<file path="config.mk">
export PLATFORM = sky130hd
export DESIGN_NAME = enc_gray_codec_stream_flat
export DESIGN_NICKNAME = d
export VERILOG_FILES = /design/src/rtl/enc_gray_codec_stream_if.sv /design/src/rtl/enc_gray_codec_stream.sv /design/src/flat_wrapper.sv
export SDC_FILE = /design/constraint.sdc
export NUM_CORES = 1
export LEC_CHECK = 0
export ABC_AREA = 1
export BUFFER_PORTS_ARGS = -buffer_cell sky130_fd_sc_hd__clkbuf_2
export CAP_MARGIN = 10
export CORE_MARGIN = 2
export CORE_UTILIZATION = 50
export DETAILED_ROUTE_END_ITERATION = 12
export GPL_ROUTABILITY_DRIVEN = 0
export HOLD_SLACK_MARGIN = 0.06
export PLACE_DENSITY = 0.81
export SLEW_MARGIN = 10
export SYNTH_ARGS = -nofsm -noshare
export SYNTH_HDL_FRONTEND = slang
export SYNTH_SLANG_ARGS = --single-unit
</file>
<file path="constraint.sdc">
create_clock -name clk -period 2.15 [get_ports clk]
set_clock_uncertainty 0.2 [all_clocks]
set_input_delay 0.3225 -clock clk [delete_from_list [all_inputs] [get_ports clk]]
set_output_delay 0.3225 -clock clk [all_outputs]
set_load 0.03 [all_outputs]
</file>
<file path="src/rtl/enc_gray_codec_stream_if.sv">
// Stream bundle for the gray codec: input side and output side handshakes.
// slave is the codec's view, master is the producer/consumer view.
interface enc_gray_codec_stream_if #(
   parameter int WIDTH = 10
);
   logic             in_valid;
   logic             in_ready;
   logic             in_mode;
   logic [WIDTH-1:0] in_data;
   logic             out_valid;
   logic             out_ready;
   logic             out_mode;
   logic [WIDTH-1:0] out_data;

   modport master (
      output in_valid, in_mode, in_data, out_ready,
      input  in_ready, out_valid, out_mode, out_data
   );

   modport slave (
      input  in_valid, in_mode, in_data, out_ready,
      output in_ready, out_valid, out_mode, out_data
   );
endinterface

</file>
<file path="src/rtl/enc_gray_codec_stream.sv">
// Registered bin<->gray converter with valid/ready stream and 2-entry skid.
// Each word carries its own direction bit; in_ready comes straight from a flop.
module enc_gray_codec_stream #(
   parameter int WIDTH = 10
) (
   input logic clk,
   input logic rst,
   enc_gray_codec_stream_if.slave s
);
   logic [WIDTH-1:0] cvt_data;
   logic             in_fire;
   logic             out_free;

   logic             out_valid_q, out_valid_d;
   logic             out_mode_q, out_mode_d;
   logic [WIDTH-1:0] out_data_q, out_data_d;
   logic             skid_valid_q, skid_valid_d;
   logic             skid_mode_q, skid_mode_d;
   logic [WIDTH-1:0] skid_data_q, skid_data_d;
   logic             in_ready_q, in_ready_d;

   // gray->bin is an MSB-down prefix XOR; bin->gray is b ^ (b >> 1)
   always_comb begin
      cvt_data = s.in_data ^ (s.in_data >> 1);
      if (s.in_mode) begin
         cvt_data[WIDTH-1] = s.in_data[WIDTH-1];
         for (int i = WIDTH - 2; i >= 0; i--) begin
            cvt_data[i] = cvt_data[i+1] ^ s.in_data[i];
         end
      end
   end

   assign in_fire  = s.in_valid && in_ready_q;
   assign out_free = !out_valid_q || s.out_ready;

   always_comb begin
      out_valid_d  = out_valid_q;
      out_mode_d   = out_mode_q;
      out_data_d   = out_data_q;
      skid_valid_d = skid_valid_q;
      skid_mode_d  = skid_mode_q;
      skid_data_d  = skid_data_q;
      if (out_free) begin
         if (skid_valid_q) begin
            out_valid_d = 1'b1;
            out_mode_d  = skid_mode_q;
            out_data_d  = skid_data_q;
            if (in_fire) begin
               skid_mode_d = s.in_mode;
               skid_data_d = cvt_data;
            end else begin
               skid_valid_d = 1'b0;
            end
         end else if (in_fire) begin
            out_valid_d = 1'b1;
            out_mode_d  = s.in_mode;
            out_data_d  = cvt_data;
         end else begin
            out_valid_d = 1'b0;
         end
      end else if (in_fire) begin
         skid_valid_d = 1'b1;
         skid_mode_d  = s.in_mode;
         skid_data_d  = cvt_data;
      end
      in_ready_d = !skid_valid_d;
   end

   always_ff @(posedge clk) begin
      if (rst) begin
         out_valid_q  <= 1'b0;
         out_mode_q   <= 1'b0;
         out_data_q   <= '0;
         skid_valid_q <= 1'b0;
         skid_mode_q  <= 1'b0;
         skid_data_q  <= '0;
         in_ready_q   <= 1'b1;
      end else begin
         out_valid_q  <= out_valid_d;
         out_mode_q   <= out_mode_d;
         out_data_q   <= out_data_d;
         skid_valid_q <= skid_valid_d;
         skid_mode_q  <= skid_mode_d;
         skid_data_q  <= skid_data_d;
         in_ready_q   <= in_ready_d;
      end
   end

   assign s.in_ready  = in_ready_q;
   assign s.out_valid = out_valid_q;
   assign s.out_mode  = out_mode_q;
   assign s.out_data  = out_data_q;
endmodule

</file>
<file path="src/flat_wrapper.sv">
// flat-port wrapper written by rule: the top's interface ports become plain ports
module enc_gray_codec_stream_flat 
#(
   parameter int WIDTH = 10
)
  (clk, rst, s_in_valid, s_in_mode, s_in_data, s_out_ready, s_in_ready, s_out_valid, s_out_mode, s_out_data);
  enc_gray_codec_stream_if #(.WIDTH(WIDTH)) s_i ();
  input logic clk;
  input logic rst;
  input wire logic [$bits(s_i.in_valid)-1:0] s_in_valid;
  input wire logic [$bits(s_i.in_mode)-1:0] s_in_mode;
  input wire logic [$bits(s_i.in_data)-1:0] s_in_data;
  input wire logic [$bits(s_i.out_ready)-1:0] s_out_ready;
  output wire logic [$bits(s_i.in_ready)-1:0] s_in_ready;
  output wire logic [$bits(s_i.out_valid)-1:0] s_out_valid;
  output wire logic [$bits(s_i.out_mode)-1:0] s_out_mode;
  output wire logic [$bits(s_i.out_data)-1:0] s_out_data;
  assign s_i.in_valid = s_in_valid;
  assign s_i.in_mode = s_in_mode;
  assign s_i.in_data = s_in_data;
  assign s_i.out_ready = s_out_ready;
  assign s_in_ready = s_i.in_ready;
  assign s_out_valid = s_i.out_valid;
  assign s_out_mode = s_i.out_mode;
  assign s_out_data = s_i.out_data;
  enc_gray_codec_stream #(.WIDTH(WIDTH)) u_core (.clk(clk), .rst(rst), .s(s_i));
endmodule
</file>
==> qor.yml <==
regArea_um2: 500
detail_route.vias_per_cell: 5.12
fmax_ghz: 0.639
final_core_util_pct: 59.9
ys_types: 21
powerDensity_nw_per_um2: 677
nNetsFinal: 228
grt.total_usage_pct: 20.1
grt_max_degree: 21
design.die.area_um2: 2980
drc: 0
ir_drop_mv: 0.350
drt-initial-drc-count: 28
hold_class: "input pin to flip-flop"
status: "finished, final reports clean"
grt_pass1_wl_mm: 4.36
num_vias: 1239
seq_area_frac_synth_pct: 39.1
clk_latency_ns: 0.32
synth_fp_nets: 201
cts.repair.resized: 0
clockBufferDepth: 2
netlist_instances: 186
p_int_uw: 663
hold_viol: 0
post_cts.repair.setup_buffers: 0
fillCellCount: 243
clk_pin_slew_ns: 0.13
finalSetupViolations: 0
drv_cap: 0
p_leak_uw: 0.000770
maxSlewHeadroom_pct: 76.4
tns_ns: 0
hold-worst-slack_ns: 0.0923
dp_hpwl_mm: 2.03
synth_area_per_cell_um2: 6.87
portBuffers: 27
wl_per_cell_um: 10.8
timing.final.crit_share_pct: 72.8
cts_buffers: 3
die_height_um: 54.6
path_max_fanout: 20
end_kind: "flip-flop"
clkPwrFrac_pct: 21.0
io_pins: 28
grt_pass1_vias: 983
reg2reg_slack_ns: 0.58
drv_slew: 0
synth-seq-cells: 25
tightest_slew_ns: 0.353
syn2layout_area_growth_pct: 15.1
overflow: 0
ctsHtreeMaxLevel: 1
postRouteAntennaNets: 0
rsz0062_at_grt: "false"
syn_area_um2: 1280
grt_antenna_before_repair: 0
initial_core_util_pct: 52.1
core_um2: 2450
post-place-ws_ns: 0.370
arrival_ns: 1.59
path_class: "flip-flop to flip-flop"
ctsHoldBuffers: 0
drive_gt1_share_pct: 23.6
power.share.sequential_pct: 51.7
die_x_um: 54.6
p_comb_share_pct: 27.3
min_period_ns: 1.57
clock-sinks: 25
fp-row-count: 18
worstPathRequired_ns: 2.17
fin_ws_ns: 0.585
yosys_warnings: 0
detail_route.first_pass.iterations: 4
multiInputGateArea_um2: 648
power.switching_uw: 334
routed_wl_mm: 2.62
insertedDiodeCount: 0
fin_area_um2: 1470
tritoncts: "built"
critPathLaunchType: "flip-flop"
swShare_pct: 33.5
cts_root_buf: "clkbuf_4"
dpl-instance-area_um2: 1450
## cell families after synthesis
logic type / synth area share, %
flops: 39.1
compound gates: 21.7
xor+xnor: 4.79
buf+inv: 10.2
simple gates: 24.2
## per-layer routing
metal  GRT usage, %  part of all wire [%]  vias up  routed length [um]
li1               -                     -      659                   -
met1           28.2                    50      543                1320
met2           31.5                    44       31                1150
met3           2.46                   4.4        6                 115
met4           7.50                   1.4        0                  38
met5              0                     0        -                   0
## area by class of cell
type | instances | share of cell area, %
inverter | 25 | 6.38
timing repair buffer | 31 | 11.2
clock buffer | 4 | 1.79
multi-input combinational | 127 | 44.0
tap | 30 | 2.55
sequential | 25 | 34.0
## power groups by stage
stage	logic, uW	registers, uW	clock network (uW)
4_1_cts	274	516	212
6_report	272	516	209
3_3_place_gp	270	525	0
2_1_floorplan	151	569	0
5_1_grt	305	520	235
3_5_place_dp	273	526	0
## cell usage after synthesis
cell type | number | area (um^2)
nor2_1 | 14 | 52.6
nand2_2 | 6 | 37.5
buf_2 | 2 | 10.0
inv_1 | 20 | 75.1
nand3_1 | 6 | 30.0
nand2_1 | 38 | 143
nand3_2 | 4 | 40.0
xnor2_1 | 2 | 17.5
a21o_1 | 1 | 7.51
nand4_1 | 1 | 6.26
clkbuf_1 | 6 | 22.5
a21oi_2 | 1 | 8.76
dfxtp_1 | 25 | 500
o211ai_1 | 5 | 37.5
inv_2 | 5 | 18.8
o21ai_0 | 15 | 75.1
a21oi_1 | 21 | 105
o21ai_1 | 5 | 25.0
xor2_1 | 5 | 43.8
a31oi_1 | 3 | 18.8
buf_1 | 1 | 3.75
## sequential cells by signal, summed over array words and instances, names as in the netlist
register,cells
u_core.s.out_valid,1
u_core.skid_data_q,10
u_core.s.out_data,10
u_core.skid_mode_q,1
u_core.s.out_mode,1
u_core.s.in_ready,1
u_core.skid_valid_q,1
## stage by stage
stage          cells  power [uW]
3_3_place_gp     238         794
5_1_grt          242        1060
2_1_floorplan    186         720
6_report         242         997
4_1_cts          242        1000
3_5_place_dp     238         798
## placed cells by master, fill, tap and decap left out
cell type	count
nand2_1	38
clkbuf_2	27
dfxtp_1	25
a21oi_1	21
inv_1	20
o21ai_0	15
nor2_1	14
nand2_2	6
nand3_1	6
inv_2	5
xor2_1	5
o211ai_1	5
o21ai_1	5
nand3_2	4
buf_4	4
a31oi_1	3
clkbuf_4	3
xnor2_1	2
nand4_1	1
a21o_1	1
a21oi_2	1
clkbuf_1	1
## critical path: stages (launching register included)
cell     delay [ns]
dfxtp_1        0.35
inv_1          0.04
nor2_1         0.11
inv_1          0.08
a21oi_1        0.12
buf_4          0.24
inv_1          0.12
o21ai_1        0.15
inv_1          0.05
## worst paths after layout
| kind | from | endpoint | cells after the start |
|---|---|---|---|
| max | u_core.s.out_valid | u_core.skid_data_q[5] | 8 |
| min | s_out_ready | u_core.s.out_valid | 4 |
| max reg2reg | u_core.s.out_valid | u_core.skid_data_q[5] | 8 |
| min reg2reg | u_core.s.out_data[3] | u_core.s.out_data[3] | 2 |
Power figures use the tool's default switching activity.
